==> src/rtl/acl_spi_reader.sv <==
// ADXL362 SPI master: writes POWER_CTL once after startup, then periodically
// reads X/Y/Z and packs raw[11:7] of each axis into a 15-bit word.
module acl_spi_reader #(
    parameter int unsigned HALF_DIV       = 50,
    parameter int unsigned STARTUP_CYCLES = 1_000_000,
    parameter int unsigned SAMPLE_PERIOD  = 10_000_000
) (
    input  logic        clk,
    input  logic        rst_n,
    input  logic        miso,
    output logic        sclk,
    output logic        mosi,
    output logic        cs_n,
    output logic [14:0] acl_data,
    output logic        data_valid
);

    localparam int unsigned CNT_MAX = (STARTUP_CYCLES > 2 * HALF_DIV) ? STARTUP_CYCLES
                                                                      : 2 * HALF_DIV;
    localparam int unsigned CNT_W   = $clog2(CNT_MAX + 1);
    localparam int unsigned DIV_W   = (HALF_DIV > 1) ? $clog2(HALF_DIV) : 1;
    localparam int unsigned TMR_W   = (SAMPLE_PERIOD > 1) ? $clog2(SAMPLE_PERIOD) : 1;

    localparam logic [CNT_W-1:0] STARTUP_LAST = CNT_W'(STARTUP_CYCLES - 1);
    localparam logic [CNT_W-1:0] GAP_LAST     = CNT_W'(2 * HALF_DIV - 1);
    localparam logic [DIV_W-1:0] DIV_LAST     = DIV_W'(HALF_DIV - 1);
    localparam logic [TMR_W-1:0] TMR_LAST     = TMR_W'(SAMPLE_PERIOD - 1);

    // Half-period index of the final SCLK-low phase (2 * bit count).
    localparam logic [7:0]  CFG_HALF_LAST  = 8'd48;
    localparam logic [7:0]  READ_HALF_LAST = 8'd128;
    localparam logic [63:0] CFG_FRAME      = {24'h0A_2D_02, 40'h0};
    localparam logic [63:0] READ_FRAME     = {16'h0B_0E, 48'h0};

    typedef enum logic [2:0] {
        ST_STARTUP,
        ST_CFG,
        ST_IDLE,
        ST_READ,
        ST_LATCH,
        ST_GAP
    } state_e;

    state_e state_q, state_d;

    logic [CNT_W-1:0] cnt_q, cnt_d;
    logic [DIV_W-1:0] div_q, div_d;
    logic [7:0]       half_q, half_d;
    logic [63:0]      tx_q, tx_d;
    logic [47:0]      rx_q, rx_d;
    logic [TMR_W-1:0] tmr_q, tmr_d;
    logic             tmr_run_q, tmr_run_d;
    logic             pend_q, pend_d;
    logic             sclk_q, sclk_d;
    logic             mosi_q, mosi_d;
    logic             cs_n_q, cs_n_d;
    logic [14:0]      acl_q, acl_d;
    logic             dv_q, dv_d;

    logic             in_xfer;
    logic             div_wrap;
    logic             frame_end;
    logic             tick;
    logic [7:0]       half_last;
    logic [14:0]      packed_xyz;

    assign in_xfer   = (state_q == ST_CFG) || (state_q == ST_READ);
    assign div_wrap  = (div_q == DIV_LAST);
    assign half_last = (state_q == ST_CFG) ? CFG_HALF_LAST : READ_HALF_LAST;
    assign frame_end = in_xfer && div_wrap && (half_q == half_last);
    assign tick      = tmr_run_q && (tmr_q == TMR_LAST);

    // rx_q holds XL,XH,YL,YH,ZL,ZH from MSB down; field = {H[3:0], L[7]}.
    assign packed_xyz = {rx_q[35:32], rx_q[47],
                         rx_q[19:16], rx_q[31],
                         rx_q[3:0],   rx_q[15]};

    always_ff @(posedge clk) begin : state_reg
        if (!rst_n) begin
            state_q <= ST_STARTUP;
        end else begin
            state_q <= state_d;
        end
    end

    always_comb begin : next_state
        state_d = state_q;
        unique case (state_q)
            ST_STARTUP: if (cnt_q == STARTUP_LAST) state_d = ST_CFG;
            ST_CFG:     if (frame_end)             state_d = ST_GAP;
            ST_IDLE:    if (tick || pend_q)        state_d = ST_READ;
            ST_READ:    if (frame_end)             state_d = ST_LATCH;
            ST_LATCH:                              state_d = ST_GAP;
            ST_GAP:     if (cnt_q == GAP_LAST)     state_d = ST_IDLE;
            default:                               state_d = ST_STARTUP;
        endcase
    end

    always_comb begin : datapath
        cnt_d  = '0;
        div_d  = '0;
        half_d = '0;
        tx_d   = tx_q;
        rx_d   = rx_q;

        if ((state_q == ST_STARTUP || state_q == ST_GAP) && state_d == state_q) begin
            cnt_d = cnt_q + CNT_W'(1);
        end

        if (state_d != state_q) begin
            if (state_d == ST_CFG)  tx_d = CFG_FRAME;
            if (state_d == ST_READ) tx_d = READ_FRAME;
        end else if (in_xfer) begin
            if (div_wrap) begin
                half_d = half_q + 8'd1;
                // Odd half-periods are SCLK high: sample on the rise, shift on the fall.
                if (half_d[0]) begin
                    if (state_q == ST_READ) rx_d = {rx_q[46:0], miso};
                end else begin
                    tx_d = {tx_q[62:0], 1'b0};
                end
            end else begin
                div_d  = div_q + DIV_W'(1);
                half_d = half_q;
            end
        end
    end

    always_comb begin : sample_timer
        tmr_run_d = tmr_run_q || (state_d == ST_IDLE);
        tmr_d     = '0;
        if (tmr_run_q) begin
            tmr_d = tick ? '0 : tmr_q + TMR_W'(1);
        end
        pend_d = pend_q;
        if (state_q == ST_IDLE && state_d == ST_READ) begin
            pend_d = 1'b0;
        end else if (tick && state_q != ST_IDLE) begin
            pend_d = 1'b1;
        end
    end

    always_comb begin : output_logic
        cs_n_d = 1'b1;
        sclk_d = 1'b0;
        mosi_d = 1'b0;
        dv_d   = 1'b0;
        acl_d  = acl_q;
        if (state_d == ST_CFG || state_d == ST_READ) begin
            cs_n_d = 1'b0;
            sclk_d = half_d[0];
            mosi_d = tx_d[63];
        end
        if (state_d == ST_LATCH) begin
            dv_d  = 1'b1;
            acl_d = packed_xyz;
        end
    end

    always_ff @(posedge clk) begin : data_regs
        if (!rst_n) begin
            cnt_q     <= '0;
            div_q     <= '0;
            half_q    <= '0;
            tx_q      <= '0;
            rx_q      <= '0;
            tmr_q     <= '0;
            tmr_run_q <= 1'b0;
            pend_q    <= 1'b0;
            sclk_q    <= 1'b0;
            mosi_q    <= 1'b0;
            cs_n_q    <= 1'b1;
            acl_q     <= '0;
            dv_q      <= 1'b0;
        end else begin
            cnt_q     <= cnt_d;
            div_q     <= div_d;
            half_q    <= half_d;
            tx_q      <= tx_d;
            rx_q      <= rx_d;
            tmr_q     <= tmr_d;
            tmr_run_q <= tmr_run_d;
            pend_q    <= pend_d;
            sclk_q    <= sclk_d;
            mosi_q    <= mosi_d;
            cs_n_q    <= cs_n_d;
            acl_q     <= acl_d;
            dv_q      <= dv_d;
        end
    end

    assign sclk       = sclk_q;
    assign mosi       = mosi_q;
    assign cs_n       = cs_n_q;
    assign acl_data   = acl_q;
    assign data_valid = dv_q;

endmodule

==> config.mk <==
export PLATFORM = sky130hd
export DESIGN_NAME = acl_spi_reader
export DESIGN_NICKNAME = d
export VERILOG_FILES = /design/src/rtl/acl_spi_reader.sv
export SDC_FILE = /design/constraint.sdc
export NUM_CORES = 1
export LEC_CHECK = 0
export BUFFER_PORTS_ARGS = -buffer_cell sky130_fd_sc_hd__buf_2
export CORE_AREA = 3 3 132 102
export DETAILED_ROUTE_END_ITERATION = 7
export DIE_AREA = 0 0 135 105
export PLACE_DENSITY = 0.84
export SYNTH_ARGS = -nofsm -noshare
export SYNTH_HDL_FRONTEND = slang
export SYNTH_SLANG_ARGS = --single-unit
==> constraint.sdc <==
create_clock -name clk -period 2.5 [get_ports clk]
set_input_delay 0 -clock clk [delete_from_list [all_inputs] [get_ports clk]]
set_output_delay 0 -clock clk [all_outputs]
set_load 0.05 [all_outputs]
* Word level (Yosys, flattened, before mapping)
Index checks and enable logic that the tools add are counted.
** Storage, ports and cells
- Register bits after elaboration :: 194
- Bits of input ports :: 3
- Output and inout port bits :: 19
- Logic and storage cells :: 83
** Cells by class
- $add $sub $neg :: 4
- Eq/ne operators :: 19
- Multiplexer cells :: 18
- Bitwise gates (word level) :: 4
- Reductions and logical operators :: 22
** Operator list (number)
- two-way mux 64 bit :: 6
- adder 24 x 1 -> 24 bit (second input constant) :: 1
- equality test 24 bit (second input constant) :: 1
- adder 20 x 1 -> 20 bit (second input constant) :: 1
- equality test 20 bit (second input constant) :: 1
- equality test 20 x 7 -> 1 bit (second input constant) :: 1
- one-hot mux 3 bit (6 select lines) :: 1
- two-way mux 3 bit :: 5
- equality test 3 x 2 -> 1 bit (second input constant) :: 4
- equality test 3 bit (second input constant) :: 3
- adder 8 x 1 -> 8 bit (second input constant) :: 1
- equality test 8 bit :: 1
- two-way mux 8 bit :: 1
- adder 6 x 1 -> 6 bit (second input constant) :: 1
- equality test 3 x 1 -> 1 bit (second input constant) :: 2
- equality test 6 bit (second input constant) :: 1
- logical AND 1 bit :: 6
- OR reduction 3 bit :: 2
- logical OR 1 bit :: 5
- two-way mux 1 bit :: 5
- AND reduction 5 bit :: 1
- inverter 1 bit :: 4
- AND reduction 2 bit :: 2
- AND reduction 4 bit :: 1
- other kinds (9) :: 10

* Logic depth before layout (Yosys ltp)
Gate-level depths: netlist of run 1.
- Word-level depth :: 10
- Gate-level depth with buffers :: 10
- Mapped depth without buffers :: 8

* Least setup slack after synthesis of run 1
No wires, ideal clock.
- Kind :: register to register
- Start point :: reg div_q[0]
- End point :: reg cnt_q[5]
- Setup time :: 64 ps
- Arrival :: 1938 ps
- Data required time :: 2436 ps
- Path slack :: 499 ps
- Stages on the path, launching flop included :: 10
- Path buffers :: 2
- Clock period less this slack :: 2001 ps
- Cells stage by stage :: dfxtp_1 -> ha_1 -> nand4b_1 -> nor2_4 -> and3_1 -> a21oi_1 -> o32a_1 -> buf_4 -> buf_6 -> nor2_1
** Between the ends
- Word-level cells in the longest chain between the ends :: 8
- Elaborated cells on any way between the ends :: 9
- Those cells by class :: 2 x eq/ne; 3 x mux; 4 x reduce/logical
** RTL lines
- from (decl) :: line 47 : logic [DIV_W-1:0] div_q, div_d;
- from (signal assigned) :: line 177 : div_q <= div_d;
- equality test 6 bit * :: line 68 : assign div_wrap = (div_q == DIV_LAST);
- logical AND 1 bit * (2 in a row) :: line 70 : assign frame_end = in_xfer && div_wrap && (half_q == half_last);
- two-way mux 3 bit, on equally long branches :: line 92, 90
- one-hot mux 3 bit (6 select lines) * :: line 88 : unique case (state_q)
- equality test 3 bit * :: line 106 : if ((state_q == ST_STARTUP || state_q == ST_GAP) && state_d == state_q) begin
- logical AND 1 bit * :: line 106
- AND reduction 2 bit (no source line) *
- to (signal assigned) :: line 176 : cnt_q <= cnt_d;
- to (decl) :: line 46 : logic [CNT_W-1:0] cnt_q, cnt_d;
Mark *: on every way between the ends. The rest lies on a longest branch, timed or not.
A chain may end at the register's enable or synchronous reset.

* Worst setup path after layout of run 1
- Start point :: reg tmr_q[9]
- End point :: reg tx_q[50]
** Between the ends
- Word-level cells in the longest chain between the ends :: 8
- Elaborated cells on any way between the ends :: 15
- Those cells by class :: 6 x eq/ne; 4 x mux; 5 x reduce/logical
** RTL lines
- from (decl) :: line 51 : logic [TMR_W-1:0] tmr_q, tmr_d;
- from (signal assigned) :: line 181 : tmr_q <= tmr_d;
- equality test 24 bit * :: line 71 : assign tick = tmr_run_q && (tmr_q == TMR_LAST);
- logical AND 1 bit * :: line 71
- logical OR 1 bit * :: line 91 : ST_IDLE: if (tick || pend_q) state_d = ST_READ;
- two-way mux 3 bit * :: line 91
- one-hot mux 3 bit (6 select lines) * :: line 88
- != test 3 bit, or another cell as far along :: line 110 : if (state_d != state_q) begin
- != test 3 x 1 -> 1 bit (no source line), or another cell as far along
- AND reduction 4 bit (no source line) / two-way mux 64 bit (equally long branches)
- to (signal assigned) :: line 179 : tx_q <= tx_d;
- to (decl) :: line 49 : logic [63:0] tx_q, tx_d;
Marks and branches as above.

==> results of run 1 <==
## synthesized netlist by cell type, drive strengths merged, types with 2 or more instances
master	number
buf	22
ha	6
or4b	3
nor4	6
nand4b	3
and3	8
o221a	4
o22ai	56
nand4	9
dfxtp	193
nor3	8
or3	2
and2	3
nor2b	3
inv	8
nor2	75
clkbuf	30
xor2	32
o21ai	22
nand2b	5
nand3b	4
or2	2
and4	5
xnor2	18
nand3	39
nand2	208
a211oi	3
a21boi	49
a21o	3
a21oi	9
## registers in the layout, indices dropped and copies added, names as in the netlist
name	flops
state_q	3
cs_n	1
tmr_run_q	1
acl_data	15
cnt_q	20
tx_q	63
pend_q	1
rx_q	48
sclk	1
half_q	8
div_q	6
data_valid	1
tmr_q	24
mosi	1
## how the worst max path moves through the flow
stage,slack (ps),startpoint,to,cells after the start
global placement,250,tmr_q[9],tx_q[51],7
CTS,140,tmr_q[9],tx_q[50],7
floorplan,500,div_q[0],cnt_q[5],9
detailed placement,200,tmr_q[9],tx_q[51],7
global route,4,tmr_q[9],tx_q[50],7
finish,100,tmr_q[9],tx_q[50],7
## cell type report
cell class,count,area [um^2],share of cell area
clock inverter,13,154,0.0187
clock buffer,18,429,0.0521
inverter,8,30.0,0.00365
sequential,193,3860,0.469
multi-input combinational,595,3260,0.396
timing repair buffer,38,290,0.0352
tap,166,208,0.0252
## critical path, cell delays in order (launching register included)
cell and delay (ps):
dfxtp_1 440, or4bb_1 500, nor3_1 360, a21o_1 280, a21oi_1 130, nand2_1 150
buf_4 260, o221a_2 220
## power breakdown
group	leakage (uW)	total (uW)	switching, uW	internal [uW]
clock network	0.000277	2680	1190	1490
logic	0.000967	69.7	45.6	24.1
registers	0.00155	3080	4.62	3080
total	0.00280	5840	1240	4590
## kinds of logic (layout without fill, tap and decap cells)
logic type | after synthesis | after routing
flip-flops | 193 | 193
buffers and inverters | 60 | 77
multiplexers | 1 | 1
adder cells (fa/ha/maj) | 6 | 6
AND/OR/NAND/NOR | 389 | 389
AO/OA/AOI/OAI | 149 | 149
XOR/XNOR | 50 | 50
## metrics by stage
step / area (um^2) / setup slack (ps) / utilization
after floorplan: 7390 / 499 / -
after global placement: 7630 / 254 / 0.625
after detailed placement: 7630 / 198 / 0.625
after CTS: 8240 / 137 / 0.674
after global routing: 8240 / 3.52 / 0.674
final: 8240 / 102 / 0.674
## timing repair
action / in CTS / in global routing
hold buffers: 2 / 0
setup endpoints to repair: 0 / 0
buffers inserted: 0 / 0
hold endpoints to repair: 3 / 0
## routing by layer
metal,track usage,share of wire,wire length (um)
met5,0,0,0
met4,0.0568,0.010,136
met3,0.0448,0.037,501
met2,0.293,0.44,6020
met1,0.294,0.51,6910
==> impl_results.md, run 1 <==
* R2R Setup Slk at 100 ps
* IR drop worst, VDD at 0.506 mV
* Total CTS buffers at 17
* CTS tree: built
* Initial antenna violation count at 0
* Ys flop type: dfxtp_1
* Worst Hold End: rx_q[0]
* Clk buf depth at 2
* Post-Place Cells at 998
* Slew HR at 0.514
* Simple-Gate Fraction of Synth Area at 0.236
* Max-cap viol count at 0
* FP Rows at 35
* Post-synth ARST share at 0
* Synth top area share at 0.523
* Status: finished clean
* Clk slew on worst S/H paths at 70 ps
* Max-slew violation count at 0
* Synth Cell Area at 7390 um^2
* Final setup vio count at 0
* Cell taking the most area after synthesis: dfxtp_1
* Min-delay src: miso
* Fin crit period at 2400 ps
* Cells on Worst Hold Path at 4
* Hold crit path type: in2reg
* Unique cell type count in the Yosys netlist at between 40 and 50
* Initial Utilization at 0.605
* Port bufs at 21
* Most frequent cells in the layout: nand2_1 (208), dfxtp_1 (193), nor2_1 (74)
* Post-Synthesis Cells at 848
* Arr. time, crit path at 2760 ps
* Final ANT Viol Nets at 0
* Synth Area per Inst at 8.71 um^2
* Die Y at around 110 um
* I/O Pins at 22
* Hold Slack at 408 ps
* Reg2reg end: tx_q[50]
* Crit path max fanout at 18
* Leading cell type in the layout, fill and taps excluded: nand2_1
* Final #Nets at between 800 and 900
* Area contributors post-synth: dfxtp_1 (52%), nand2_1 (11%), o22ai_1 (4.7%)
* YS warnings at 0
* Drt initial violations at 398
* Fmax at 417 MHz
* Clock Latency Late Sink at 430 ps
* Final Hold Fails at 0
* Pwr Density at 708 nW/um^2
* RePlAce Congestion at 0.802
* Crit share post-route at 0.959
* Fillers at about 950
* WL per Instance at about 13 um
* Vias in the first global route at 5,024
* RSZ-0062 raised after global routing: false
* Worst setup EP type: flop
* Total gr overflow at 0
* # resized after CTS at 0
* Compound-Gate Fraction of Synth Area at 0.134
* Die width at 135 um
* Post-Synth XOR/XNOR Area at 0.0593
* Flop and latch count out of synthesis at 193
* Worst EP required at between 2000 and 3000 ps
* Largest family of logic cells by synthesized area: simple AND/OR/NAND/NOR gates
* Overall die area at 14,200 um^2
* Inserted Diodes at 0
* P_leak at between 0.002 and 0.003 uW
* Total Wirelength at 13.6 mm
* Seq/Total Area, Yosys at 0.523
* Setup TNS at 0 ps
* First-pass GRT wire length at between 20 and 25 mm
* Share of cells above drive strength 1 at 0.0890
* CTS Root Buffer Type: clkbuf_16
* Multiplexer share of the synthesized area at 0.00135
* Syn_nets at ~860
* Htree depth at 4
* HPWL Detailed at 8.26 mm
* DRT Pass-1 Iters at 5
* Core area at 12,200 um^2
* Drt drc at 0
* Clk_skew at 12.3 ps
* GR Util All Layers at 0.199
* Worst-margin pin slew at around 730 ps
* Vias at approximately 5,600
* Pwr Total at 5840 uW
* EDFF count, synth at 0
* Area growth, synth to finish at 11.5%
* Routed vias/inst at 5.45
* Fin cells at 1,031
* Reg2reg path depth at 7
* Sink Count at approximately 190
* Worst R2R Start: tmr_q[9]
* CP Launch Type: flop
* Pin count of the biggest net entering global routing at 91
* Critical path type: reg2reg
* Adder-Cell Fraction of Synth Area at 0.0102
(Power assumes the default switching activity.)
==> inputs of run 2 (changes only) <==
--- a/config.mk
+++ b/config.mk
@@ -6,10 +6,13 @@
 export NUM_CORES = 1
 export LEC_CHECK = 0
 export BUFFER_PORTS_ARGS = -buffer_cell sky130_fd_sc_hd__buf_2
-export CORE_AREA = 3 3 132 102
+export CELL_PAD_IN_SITES_DETAIL_PLACEMENT = 1
+export CELL_PAD_IN_SITES_GLOBAL_PLACEMENT = 1
+export CORE_AREA = 3 3 149 115
 export DETAILED_ROUTE_END_ITERATION = 7
-export DIE_AREA = 0 0 135 105
+export DIE_AREA = 0 0 152 118
 export PLACE_DENSITY = 0.84
 export SYNTH_ARGS = -nofsm -noshare
 export SYNTH_HDL_FRONTEND = slang
 export SYNTH_SLANG_ARGS = --single-unit
+export TNS_END_PERCENT = 30
==> run 2 against run 1 <==
Final cell count grew 4.3%; fmax grew 7.2%; wire length is 17% higher; flip-flop and latch count unchanged; clock skew is 5.4 ps lower; combinational power decreased by 1%.
==> impl_results.md, run 2 (same netlist as run 1, synthesis figures left out) <==
* Post-Place Cells at 1,042 (was 998)
* Fmax at 447 MHz (was 417 MHz)
* Overall die area at 17,900 um^2 (was 14,200 um^2)
* P_int at 4750 uW (was 4590 uW)
* Pin count of the biggest net entering global routing at 104 (was 91)
* FP Rows at 40 (was 35)
* Max-slew violation count at 0 (unchanged)
* P_leak at 0.00281 uW (was 0.00280 uW)
* Min-delay src: rst_n (was miso)
* Final ANT Viol Nets at 0 (unchanged)
* CP Launch Type: flop (unchanged)
* Finished Cell Area at 8330 um^2 (was 8240 um^2)
* Slew HR at 0.418 (was 0.514)
* Clk buf depth at 2 (unchanged)
* Metal-1 WL at 8.00 mm (was 6.91 mm)
* Max-cap viol count at 0 (unchanged)
* Initial Utilization at 0.467 (was 0.605)
* Psw at 1250 uW (was 1240 uW)
* Sequential share of power at 0.514 (was 0.528)
* Initial antenna violation count at 0 (unchanged)
* Vias in the first global route at 5,692 (was 5,024)
* Share of cells above drive strength 1 at 0.0925 (was 0.0890)
* Clk slew on worst S/H paths at 70 ps (about the same)
* Total Wirelength at 15.8 mm (was 13.6 mm)
* Final #Nets at 861 (was 862)
* Core area at 15,800 um^2 (was 12,200 um^2)
* Routed vias/inst at 5.32 (was 5.45)
* HPWL Detailed at 9.66 mm (was 8.26 mm)
* Sink Count at 193 (unchanged)
* Port bufs at 21 (unchanged)
* IR drop worst, VDD at 0.508 mV (was 0.506 mV)
* Most frequent cells in the layout: nand2_1 (208), dfxtp_1 (193), nor2_1 (74) (unchanged)
* GR Util All Layers at 0.180 (was 0.199)
* Clk_skew at 6.96 ps (was 12.3 ps)
* Fin cells at 1,075 (was 1,031)
* Total gr overflow at 0 (unchanged)
* Arr. time, crit path at 2620 ps (was 2760 ps)
* DRT Pass-1 Iters at 4 (was 5)
* Worst EP required at 2880 ps (was 2870 ps)
* CTS Root Buffer Type: clkbuf_16 (unchanged)
* Critical path origin: tmr_q[9] (unchanged)
* I/O Pins at 22 (unchanged)
* Total CTS buffers at 17 (unchanged)
* Area after DPL at 7690 um^2 (was 7630 um^2)
* Die width at 152 um (was 135 um)
* R2R Setup Slk at 260 ps (was 100 ps)
* Max reg flops at 63 (unchanged)
* Vias at 5,717 (was 5,619)
* Combinational Power Share at 0.011 (was 0.012)
* Crit path max fanout at 56 (was 18)
* Die Y at 118 um (was 105 um)
* Status: finished clean (unchanged)
* Hold crit path type: in2reg (unchanged)
* Worst-margin pin slew at 873 ps (was 729 ps)
* Biggest register: tx_q (unchanged)
* Clock network power share at 0.475 (was 0.460)
* First-pass GRT wire length at 27.3 mm (was 23.6 mm)
* Setup TNS at 0 ps (unchanged)
* Area growth, synth to finish at 12.7% (was 11.5%)
* Drt drc at 0 (unchanged)
* Final setup vio count at 0 (unchanged)
* Worst R2R Start: tmr_q[9] (unchanged)
* Leading cell type in the layout, fill and taps excluded: nand2_1 (unchanged)
* Worst setup EP type: flop (unchanged)
* Htree depth at 4 (unchanged)
* Final Hold Fails at 0 (unchanged)
* Crit share post-route at 0.894 (was 0.959)
* Inserted Diodes at 0 (unchanged)
* WL per Instance at 14.7 um (was 13.2 um)
* Clock Latency Late Sink at 430 ps (about the same)
* RePlAce Congestion at 0.749 (was 0.802)
* Largest registers: tx_q: 63 flops, rx_q: 48 flops, tmr_q: 24 flops (unchanged)
* RSZ-0062 raised after global routing: false (unchanged)
* Drt initial violations at 270 (was 398)
* Switching share of total power at 0.208 (was 0.213)
* DR WL met3 at 326 um (was 501 um)
* Fin crit period at 2240 ps (was 2400 ps)
* DR WL met2 at 7.24 mm (was 6.02 mm)
* Critical path type: reg2reg (unchanged)
* Pwr Density at 720 nW/um^2 (was 708 nW/um^2)
* CTS tree: built (unchanged)
* Max Used Layer: met4 (unchanged)
[run 2: worst paths after layout]
| kind | to | cells after the start |
|---|---|---|
| max | tx_q[50] | 7 |
| min | cnt_q[2] | 4 |
| max reg2reg | tx_q[50] | 7 |
| min reg2reg | tx_q[1] | 2 |
[run 2: power groups by stage]
stage / Clock (uW) / Sequential [uW] / Combinational, uW
after floorplan: 0 / 3150 / 56.1
after global placement: 0 / 3150 / 68.7
after detailed placement: 0 / 3150 / 67.6
after CTS: 2910 / 3080 / 69.6
after global routing: 3040 / 3080 / 76.5
final: 2850 / 3080 / 68.9
[run 2: final cells by class]
class,count,area (um^2)
sequential,193,3860
clock inverter,13,174
timing repair buffer,37,280
clock buffer,19,453
tap,210,263
inverter,8,30.0
fill,1883,7480
multi-input combinational,595,3270
[run 2: critical path, cell delays in order, from the launching register on]
cell and delay, ps:
dfxtp_1 440, or4bb_1 520, nor3_2 240, a21o_1 260
a21oi_1 110, nand2_1 110, buf_12 240, o221a_2 230
[run 2: per-layer routing]
| metal | vias to the layer above | global-route usage |
|---|---|---|
| li1 | 2889 | - |
| met1 | 2770 | 0.247 |
| met2 | 37 | 0.284 |
| met3 | 21 | 0.0312 |
| met4 | 0 | 0.0691 |
| met5 | - | 0 |
[run 2: repair_timing]
action / in CTS / in global routing
hold endpoints to repair: 1 / 0
endpoints found under the setup margin: 0 / 3
setup buffers: 0 / 0
hold buffers: 1 / 0
resized for setup: 0 / 1
[run 2: metrics by stage]
stage	setup WS [ps]	hold WS (ps)	total power, uW	utilization
floorplan	499	145	3210	-
global placement	166	263	3220	0.486
detailed placement	171	269	3220	0.486
CTS	140	192	6060	0.527
global route	81.5	222	6200	0.527
finish	264	199	6000	0.527
==> inputs of run 3 (changes only) <==
--- a/config.mk
+++ b/config.mk
@@ -8,9 +8,10 @@
 export BUFFER_PORTS_ARGS = -buffer_cell sky130_fd_sc_hd__buf_2
 export CELL_PAD_IN_SITES_DETAIL_PLACEMENT = 1
 export CELL_PAD_IN_SITES_GLOBAL_PLACEMENT = 1
-export CORE_AREA = 3 3 149 115
+export CORE_AREA = 2 2 148 114
 export DETAILED_ROUTE_END_ITERATION = 7
-export DIE_AREA = 0 0 152 118
+export DIE_AREA = 0 0 150 116
+export GPL_TIMING_DRIVEN = 0
 export PLACE_DENSITY = 0.84
 export SYNTH_ARGS = -nofsm -noshare
 export SYNTH_HDL_FRONTEND = slang
==> run 3 against run 2 <==
Global-route usage up 2.9 points; flip-flop and latch count unchanged; count of clock-buffer cells in the layout up 2; first-iteration DRC count up 1.5%; fmax down 3.5%; critical path depth up 1; sequential power about the same; core utilization up 0.39 points; critical path type unchanged.
==> impl_results.md, run 3 (same netlist as run 1, synthesis figures left out) <==
* Status: finished clean (unchanged)
* Die Y at 116 um (was 118 um)
* Hold crit path type: in2reg (unchanged)
* Fin crit period at 2320 ps (was 2240 ps)
* Sink Count at 193 (unchanged)
* Total gr overflow at 0 (unchanged)
* Max-slew violation count at 0 (unchanged)
* Cell Chain, Critical Path: or4_4 -> nor4_4 -> and4b_2 -> a21o_1 -> o32a_1 -> buf_4 -> buf_6 -> nor2_1 (was or4bb_1 -> nor3_2 -> a21o_1 -> a21oi_1 -> nand2_1 -> buf_12 -> o221a_2)
* FF+latch area at 3860 um^2 (about the same)
* Pin count of the biggest net entering global routing at 17 (was 104)
* FP Rows at 40 (unchanged)
* R2R Setup Slk at 180 ps (was 260 ps)
* Core area at 15,800 um^2 (unchanged)
* RSZ-0062 raised after global routing: false (unchanged)
* Final setup vio count at 0 (unchanged)
* Clk buf depth at 2 (unchanged)
* CTS Root Buffer Type: clkbuf_16 (unchanged)
* HPWL Detailed at 11.5 mm (was 9.66 mm)
* Max-cap viol count at 0 (unchanged)
* Routed vias/inst at 5.30 (was 5.32)
* Fillers at 1,892 (was 1,883)
* Multi-input logic area at 3270 um^2 (about the same)
* GR Util All Layers at 0.208 (was 0.180)
* RePlAce Congestion at 0.768 (was 0.749)
* Final Hold Fails at 0 (unchanged)
* Final ANT Viol Nets at 0 (unchanged)
* Pwr Density at 708 nW/um^2 (was 720 nW/um^2)
* Setup TNS at 0 ps (unchanged)
* Clk slew on worst S/H paths at 70 ps (about the same)
* Initial Utilization at 0.467 (unchanged)
* Biggest register: tx_q (unchanged)
* Initial antenna violation count at 0 (unchanged)
* Worst setup EP type: flop (unchanged)
* Worst-margin pin slew at 619 ps (was 873 ps)
* Port bufs at 20 (was 21)
* Overall die area at 17,400 um^2 (was 17,900 um^2)
* Total Wirelength at 17.0 mm (was 15.8 mm)
* CP peak stage delay at 570 ps (was 520 ps)
* Hold Slack at 188 ps (was 199 ps)
* Slowest CP cell: or4_4 (was or4bb_1)
* Max reg flops at 63 (unchanged)
* Die width at 150 um (was 152 um)
* Total CTS buffers at 17 (unchanged)
* Clk_skew at 13.3 ps (was 6.96 ps)
* Clock Latency Late Sink at 440 ps (was 430 ps)
* Most frequent cells in the layout: nand2_1 (208), dfxtp_1 (192), nor2_1 (74) (was nand2_1 (208), dfxtp_1 (193), nor2_1 (74))
* Fmax at 432 MHz (was 447 MHz)
* Arr. time, crit path at 2640 ps (was 2620 ps)
* Critical path type: reg2reg (unchanged)
* Critical path origin: cnt_q[11] (was tmr_q[9])
* Drt initial violations at 274 (was 270)
* Reg2reg end: cnt_q[5] (was tx_q[50])
* Final #Nets at 897 (was 861)
* Crit path max fanout at 10 (was 56)
* Setup bufs post-CTS at 0 (unchanged)
* Largest registers: tx_q: 63 flops, rx_q: 48 flops, tmr_q: 24 flops (unchanged)
* Post-Route Utilization at 0.531 (was 0.527)
* Reg2reg path depth at 8 (was 7)
* Worst R2R Start: cnt_q[11] (was tmr_q[9])
* Share of cells above drive strength 1 at 0.101 (was 0.0925)
* DRT Pass-1 Iters at 4 (unchanged)
* Area growth, synth to finish at 13.6% (was 12.7%)
* Slew HR at 0.584 (was 0.418)
* Crit share post-route at 0.926 (was 0.894)
* Worst EP required at 2830 ps (was 2880 ps)
* CTS tree: built (unchanged)
* P_leak at 0.00287 uW (was 0.00281 uW)
* CP Launch Type: flop (unchanged)
* IR drop worst, VDD at 0.420 mV (was 0.508 mV)
* I/O Pins at 22 (unchanged)
* Leading cell type in the layout, fill and taps excluded: nand2_1 (unchanged)
* Inserted Diodes at 0 (unchanged)
* WL per Instance at 15.3 um (was 14.7 um)
* Critical Path End: cnt_q[5] (was tx_q[50])
* Vias in the first global route at 5,901 (was 5,692)
* Htree depth at 4 (unchanged)
* Drt drc at 0 (unchanged)
* First-pass GRT wire length at 28.8 mm (was 27.3 mm)
* Vias at 5,883 (was 5,717)
[run 3: area by class of cell]
| cell class | instances | share of cell area |
|---|---|---|
| plain buffers | 52 | 0.0298 |
| clock buffers | 21 | 0.0561 |
| clock inverters | 11 | 0.0155 |
| inverters | 8 | 0.00358 |
| multi-input cells | 595 | 0.390 |
| flip-flops and latches | 193 | 0.460 |
| well taps | 210 | 0.0313 |
| repair buffers | 21 | 0.0131 |
[run 3: timing repair]
action / CTS / global route
hold buffers: 1 / 0
setup endpoints to repair: 0 / 89
hold endpoints to repair: 1 / 0
resized for setup: 0 / 21
[run 3: worst max-delay path, delay by kind of cell (launching register included)]
family / cells / cell delay, ps
AOI/OAI and AO/OA: 2 / 310
buffers and inverters: 2 / 340
DFF: 1 / 370
and+or+nand+nor: 4 / 1190
[run 3: how the worst min path moves through the flow]
stage          startpoint        to  slack [ps]  depth (start not counted)
5_1_grt             rst_n  tx_q[56]         210                          3
3_5_place_dp         miso   rx_q[0]         270                          3
2_1_floorplan        miso   rx_q[0]         140                          2
4_1_cts             rst_n  tx_q[56]         180                          3
3_3_place_gp         miso   rx_q[0]         270                          3
6_report            rst_n  tx_q[49]         190                          3
[run 3: per-layer routing]
metal | vias up | track usage | share of wire
li1 | 2953 | - | -
met1 | 2882 | 0.284 | 0.51
met2 | 29 | 0.332 | 0.46
met3 | 19 | 0.0417 | 0.018
met4 | 0 | 0.0723 | 0.014
met5 | - | 0 | 0
[run 3: power by group]
part / total (uW) / switching, uW / leakage, uW / internal, uW
combinational: 82.9 / 56.3 / 0.00102 / 26.6
sequential: 3080 / 5.60 / 0.00155 / 3080
clock: 2780 / 1220 / 0.000294 / 1560
[run 3: through the flow]
step / std cells / cell area, um^2 / worst slack (ps) / total power [uW]
floorplan: 848 / 7390 / 499 / 3210
global placement: 1078 / 7750 / 107 / 3230
detailed placement: 1078 / 7750 / 38.0 / 3230
CTS: 1111 / 8360 / 28.9 / 6010
global route: 1111 / 8390 / 2.97 / 6150
finish: 1111 / 8390 / 184 / 5940
